<file path="src/rtl/pipe_stage_reg.sv">
// ---------------------------------------------------------------------------
// pipe_stage_reg
//   Generic pipeline stage register placed at every stage boundary. Carries a
//   WIDTH-bit payload with a valid/ready handshake, holds the output entry on
//   stall and turns everything it holds into a bubble on flush. Bubbles always
//   present FLUSH_VAL on out_data, so a flushed stage reads as a NOP.
//
//   SKID=1 adds a second (skid) entry so that in_ready is driven from a flop
//   only, breaking the combinational path out_ready -> in_ready.
//   SKID=0 is a single entry with combinational in_ready.
//
// Ports
//   clk        in   1      clock, rising edge
//   rst        in   1      asynchronous reset, active-high
//   in_valid   in   1      upstream payload valid
//   in_ready   out  1      stage can accept in_data this cycle
//   in_data    in   WIDTH  upstream payload
//   stall      in   1      hazard hold, output entry does not advance
//   flush      in   1      discard held entries and the current input
//   out_valid  out  1      out_data holds a live entry
//   out_ready  in   1      downstream accepts out_data
//   out_data   out  WIDTH  payload to downstream, FLUSH_VAL when not valid
//   occ        out  2      number of entries held
// ---------------------------------------------------------------------------
module pipe_stage_reg #(
   parameter int               WIDTH     = 32,
   parameter bit               SKID      = 1'b1,
   parameter logic [WIDTH-1:0] FLUSH_VAL = {WIDTH{1'b0}}
) (
   input  logic             clk,
   input  logic             rst,
   input  logic             in_valid,
   output logic             in_ready,
   input  logic [WIDTH-1:0] in_data,
   input  logic             stall,
   input  logic             flush,
   output logic             out_valid,
   input  logic             out_ready,
   output logic [WIDTH-1:0] out_data,
   output logic [1:0]       occ
);

   logic             main_v_r;
   logic [WIDTH-1:0] main_d_r;
   logic             skid_v_r;
   logic [WIDTH-1:0] skid_d_r;
   logic [1:0]       occ_r;

   logic             main_v_nxt_s;
   logic [WIDTH-1:0] main_d_nxt_s;
   logic             skid_v_nxt_s;
   logic [WIDTH-1:0] skid_d_nxt_s;
   logic [1:0]       occ_nxt_s;

   logic             adv_s;
   logic             acc_s;
   logic             in_ready_s;

   // stall masks downstream acceptance, so a stalled entry never advances
   assign adv_s = main_v_r & out_ready & ~stall;
   assign acc_s = in_valid & in_ready_s;

   generate
      if (SKID) begin : g_ready_skid
         // Flop-only ready: the skid slot absorbs the one beat that may
         // arrive while downstream back-pressure is still being seen.
         assign in_ready_s = ~skid_v_r;
      end else begin : g_ready_single
         // Single entry: a slot frees up in the same cycle the entry leaves.
         assign in_ready_s = ~main_v_r | adv_s;
      end
   endgenerate

   // Next-state selection for main and skid entries (flush > normal update)
   always_comb begin
      main_v_nxt_s = main_v_r;
      main_d_nxt_s = main_d_r;
      skid_v_nxt_s = skid_v_r;
      skid_d_nxt_s = skid_d_r;
      if (flush) begin
         // Input accepted this cycle is dropped as well; an adv this cycle
         // has already been seen by downstream, which handles its own kill.
         main_v_nxt_s = 1'b0;
         main_d_nxt_s = FLUSH_VAL;
         skid_v_nxt_s = 1'b0;
         skid_d_nxt_s = FLUSH_VAL;
      end else if (~main_v_r | adv_s) begin
         if (skid_v_r) begin
            // Oldest held beat moves up; in_ready was 0 so no acc here.
            main_v_nxt_s = 1'b1;
            main_d_nxt_s = skid_d_r;
            skid_v_nxt_s = 1'b0;
            skid_d_nxt_s = FLUSH_VAL;
         end else if (acc_s) begin
            main_v_nxt_s = 1'b1;
            main_d_nxt_s = in_data;
         end else begin
            // Keep main_d at FLUSH_VAL whenever main is empty, so out_data
            // can be driven straight from the flop.
            main_v_nxt_s = 1'b0;
            main_d_nxt_s = FLUSH_VAL;
         end
      end else begin
         if (SKID && acc_s) begin
            skid_v_nxt_s = 1'b1;
            skid_d_nxt_s = in_data;
         end else begin
            skid_v_nxt_s = skid_v_r;
            skid_d_nxt_s = skid_d_r;
         end
      end
      occ_nxt_s = {1'b0, main_v_nxt_s} + {1'b0, skid_v_nxt_s};
   end

   // Entry and occupancy registers, async reset to an empty stage
   always_ff @(posedge clk or posedge rst) begin
      if (rst) begin
         main_v_r <= 1'b0;
         main_d_r <= FLUSH_VAL;
         skid_v_r <= 1'b0;
         skid_d_r <= FLUSH_VAL;
         occ_r    <= 2'd0;
      end else begin
         main_v_r <= main_v_nxt_s;
         main_d_r <= main_d_nxt_s;
         skid_v_r <= skid_v_nxt_s;
         skid_d_r <= skid_d_nxt_s;
         occ_r    <= occ_nxt_s;
      end
   end

   assign in_ready  = in_ready_s;
   assign out_valid = main_v_r;
   assign out_data  = main_d_r;
   assign occ       = occ_r;

endmodule
</file>
<file path="config.mk">
export PLATFORM = sky130hd
export DESIGN_NAME = pipe_stage_reg
export DESIGN_NICKNAME = d
export VERILOG_FILES = /design/src/rtl/pipe_stage_reg.sv
export SDC_FILE = /design/constraint.sdc
export NUM_CORES = 1
export LEC_CHECK = 0
export CORE_MARGIN = 5
export CORE_UTILIZATION = 30
export CTS_CLUSTER_SIZE = 12
export DETAILED_ROUTE_END_ITERATION = 8
export GPL_ROUTABILITY_DRIVEN = 0
export SLEW_MARGIN = 15
export SYNTH_ARGS = -nofsm -noshare
export SYNTH_HDL_FRONTEND = slang
export SYNTH_SLANG_ARGS = --single-unit
</file>
<file path="constraint.sdc">
create_clock -name clk -period 5.95 [get_ports clk]
set_clock_uncertainty 0.05 [all_clocks]
set_input_delay 1.19 -clock clk [delete_from_list [all_inputs] [get_ports clk]]
set_output_delay 1.19 -clock clk [all_outputs]
set_load 0.03 [all_outputs]
</file>
# --- Word-level counts from Yosys, hierarchy flattened ---
# Index checks and enable logic that the tools add are counted.
totals:
  out_inout_bits: 36
  input_bits: 38
  regBits: 68
classes:
  add_sub_neg: 1
  eq_ne: 1
  mux: 15
  n_bitwise: 7
  n_reduce_logical: 3
ops:
  columns: ["operator", "count"]
  rows:
  - ["$mux W32", 8]
  - ["$mux W1", 7]
  - ["$and A1 B1 Y1", 3]
  - ["$ne A3 B3 Y1 const B", 1]
  - ["$not A1 Y1", 3]
  - ["$reduce_bool A3 Y1", 1]
  - ["$add A1 B1 Y2", 1]
  - ["$reduce_and A2 Y1", 1]
  - ["$reduce_bool A2 Y1", 1]
  - ["$or A1 B1 Y1", 1]

# --- Depth between registers and ports, before layout ---
logic_depth:
  word_depth: 7
  depth_mapped: 7
  depth_no_buf: 4

# --- Least setup slack after synthesis ---
# OpenSTA, ideal clock, no wires.
synth_timing:
  path_type: "input port to flip-flop"
  start: "input port out_ready"
  end: "register occ_r[0] (netlist: occ[0])"
  setup_ns: 0.126
  stages: 7
  arrival_ns: 2.314
  path_slack_ns: 3.460
  path_cell_list: "nor2b_4 buf_6 nand2b_1 buf_2 buf_2 nor3_1 ha_1"
synth_between:
  elab_chain_cells: 6
synth_rtl:
  columns: ["item", "line_no", "text"]
  rows:
  - ["start, declared", "38", "input logic out_ready,"]
  - ["$and A1 B1 Y1 (2 in series)", "60", "assign adv_s = main_v_r & out_ready & ~stall;"]
  - ["$or A1 B1 Y1", "87", "end else if (~main_v_r | adv_s) begin"]
  - ["$mux W1", "87", null]
  - ["$mux W1", "80", "if (flush) begin"]
  - ["named net skid_v_nxt_s", "51", "logic skid_v_nxt_s;"]
  - ["$add A1 B1 Y2", "112", "occ_nxt_s = {1'b0, main_v_nxt_s} + {1'b0, skid_v_nxt_s};"]
  - ["named net occ_nxt_s[0]", "53", "logic [1:0] occ_nxt_s;"]
  - ["end signal, assigned", "128", "occ_r <= occ_nxt_s;"]
  - ["end, declared", "47", "logic [1:0] occ_r;"]
# The timed path passes the listed nets, and every way through them passes these cells.
# A chain may end at the register's enable or synchronous reset.

# --- Worst setup path after layout ---
layout_timing:
  start: "input port out_ready"
  end: "register occ_r[0] (netlist: occ[0])"
layout_between:
  elab_chain_cells: 6
layout_rtl:
  columns: ["item", "line_no", "text"]
  rows:
  - ["$and A1 B1 Y1 (2 in series)", "60", null]
  - ["$or A1 B1 Y1", "87", null]
  - ["$mux W1", "87", null]
  - ["$mux W1", "80", null]
  - ["named net main_v_nxt_s", "49", "logic main_v_nxt_s;"]
  - ["$add A1 B1 Y2", "112", null]
  - ["named net occ_nxt_s[0]", "53", null]
# The timed path passes the listed nets, and every way through them passes these cells.

==> reports/qor.yml <==
floorplan:
  rows: 36
  io-pin-count: 74
  dieArea_sq_um: 12100
  start_util_pct: 30.8
  core_sq_um: 9770
  die_w_um: 110
  die_h_um: 110
clocking:
  cts_tree: "yes"
  clk_pin_slew_ns: 0.07
  cts-hold-fix-buffers: 0
  cts_buffers: 9
  cts_resized: 0
  clock-sinks: 68
  postCtsSetupBuffers: 0
  insertion_delay_ns: 0.32
  cts-htree-levels: 3
  root_buffer: "clkbuf_8"
  cts_buffer_depth: 2
worst_setup_path:
  crit_path_start_kind: "primary input"
  worst_setup_path_end_kind: "flop"
  worst_ep_arrival_time_ns: 3.69
  slowest_stage: "nand2b_2"
  path_delay_family: "simple AND/OR/NAND/NOR gates"
  crit_chain: "clkdlybuf4s50_1, nor2b_4, nand2b_2, a21oi_1, ha_1"
  critPathMaxStageDelay_ns: 0.76
  crit_fanout: 35
  worstSetupPathType: "in2reg"
  critPathBufInv: 1
  cp.required_ns: 6.11
sta:
  finalCritPeriodShare_pct: 59.3
  fin_crit_ns: 3.53
  worst_slew_pin_slew_ns: 0.924
  finalSetupViolCount: 0
  hold_violations: 0
  relSlewSlack_pct: 38.3
  finalSetupTns_ns: 0
  fmax_mhz: 283
  worst_slack_ns: 2.42
  drv_slew: 0
  timing.hold.ws_ns: 0.497
  rsz0062_at_grt: "no"
detailed_routing:
  postRouteAntennaNets: 0
  route.met2.wl_mm: 3.82
  vias: 2388
  routed.top_layer: "met4"
  dr.pass1.iters: 4
  wirelength_mm: 8.12
  drt_iter0_drc: 201
  wl_per_cell_um: 17.5
  post_drt_via_cell_ratio: 5.14
  drc_errors: 0
  dr_wl_met3_um: 621
  wl_met1_mm: 3.61
global_route:
  grt_start_max_net_pins: 69
  track_usage_pct: 13.5
  antenna_found_initial: 0
  grt_overflow: 0
  grt_pass1_wl_mm: 12.7
  grt_pass1_vias: 2404
pwr:
  pwr-share-seq_pct: 47.8
  p_leak_nw: 1.55
  pwr-share-clk_pct: 33.8
  swShare_pct: 27.7
  p_int_uw: 760
  ir_drop_mv: 0.0905
  p_sw_uw: 292
  powerDensity_nw_per_um2: 267
  pwr-share-comb_pct: 18.4
synth:
  synth_top_cell_area_share_pct: 56.6
  synth_mux_area_share_pct: 0
  yosys.area_share.simple_pct: 6.82
  synth_edf_count: 0
  yosys_warnings: 0
  synth_fa_ha_area_share_pct: 0.416
  synth.distinct_cells: 22
  yosysTopAreaCell: "dfrtp_1"
  async_flop_share_pct: 100
  syn_inst: 274
  synth_compound_area_share_pct: 25.8
  synth_top_flop_cell: "dfrtp_1"
  synth_top_family_by_area: "compound AO/OA/AOI/OAI gates"
  synth_fp_nets: 313
  synth-seq-cells: 68
  netlist_area_sq_um: 3010
  synth.avg_cell_area_sq_um: 11.0
  synth_area_leaders: "dfrtp_1 (57%), o32ai_1 (9.3%), a211oi_1 (8.0%), a22oi_1 (8.0%), nor3_1 (5.5%)"
  seq_area_frac_synth_pct: 56.6
  synth-xor-area-share_pct: 0
layout:
  final_common_cell: "clkdlybuf4s50_1"
  fin_util_pct: 40.4
  areaGrowthSynthToFinish_pct: 31.3
  drive_gt1_share_pct: 7.53
  fillers: 961
  diodes: 0
  fin_nets: 367
  final_cell_mix: "clkdlybuf4s50_1 (72), dfrtp_1 (68), nor3_1 (33)"
place:
  dpl_worst_slack_ns: 2.00
  hpwl_mm: 4.74
  numPortBuffers: 73
run_status:
  status: "finished clean"
min_path:
  hold_path.class: "reg2reg"
flow_run:
  drv_cap: 0
[metal layers]
layer | vias to the layer above | global-route usage (%)
met5 | - | 0
met3 | 6 | 3.44
met4 | 0 | 4.75
li1 | 1139 | -
met2 | 89 | 20.7
met1 | 1154 | 18.7
[worst min-delay path: stages, from the launching register on]
cell	delay [ns]
dfrtp_1	0.38
inv_1	0.05
o32ai_1	0.07
[power groups by stage]
stage               Sequential (mW)  Combinational [mW]  Clock [mW]
CTS                           0.503               0.197       0.365
global placement              0.511               0.194           0
detailed placement            0.511               0.196           0
floorplan                     0.543              0.0829           0
global route                  0.506               0.209       0.386
finish                        0.503               0.194       0.356
[through the flow]
step	area (sq um)	power (mW)	instances
floorplan	3010	0.626	274
global placement	3760	0.705	450
detailed placement	3760	0.707	450
CTS	3950	1.06	465
global route	3950	1.10	465
finish	3950	1.05	465
[synth_stat cells, types with 2 or more instances]
library cell	count
buf_4	3
a211oi_1	32
o32ai_1	32
clkbuf_1	16
buf_1	2
a22oi_1	32
dfrtp_1	68
buf_2	7
inv_1	33
buf_6	5
nor3_1	33
[area by class of cell]
class / count / area (sq um) / area share, %
Clock buffer: 14 / 183 / 4.63
Clock inverter: 1 / 5.00 / 0.127
Inverter: 35 / 131 / 3.33
Multi-Input combinational cell: 138 / 1010 / 25.6
Sequential cell: 68 / 1700 / 43.1
Tap cell: 133 / 166 / 4.22
Timing Repair Buffer: 76 / 748 / 19.0
[state kept, by name (all words and copies together) (netlist names)]
name	flops
occ	2
out_data	32
out_valid	1
skid_d_r	32
skid_v_r	1
[worst paths after layout]
path | startpoint | cells past startpoint | to | slack, ns
hold reg to reg | skid_d_r[17]$_DFFE_PP0P_ | 2 | skid_d_r[17]$_DFFE_PP0P_ | 0.50
max in group asynchronous | rst | 3 | skid_d_r[6]$_DFFE_PP0P_ | 3.90
setup / recovery | out_ready | 5 | occ[0]$_DFF_PP0_ | 2.42
min in group asynchronous | rst | 3 | skid_d_r[9]$_DFFE_PP0P_ | 1.39
setup reg to reg | skid_v_r$_DFF_PP0_ | 4 | out_data[1]$_DFFE_PP0P_ | 3.90
hold / removal | skid_d_r[17]$_DFFE_PP0P_ | 2 | skid_d_r[17]$_DFFE_PP0P_ | 0.50
[cell families (layout without fill, tap and decap cells)]
logic type      Yosys count  after routing
compound gates           98             98
fa+ha+maj                 1              1
buf+inv                  68            126
flops                    68             68
simple gates             39             39
Power figures use the tool's default switching activity.
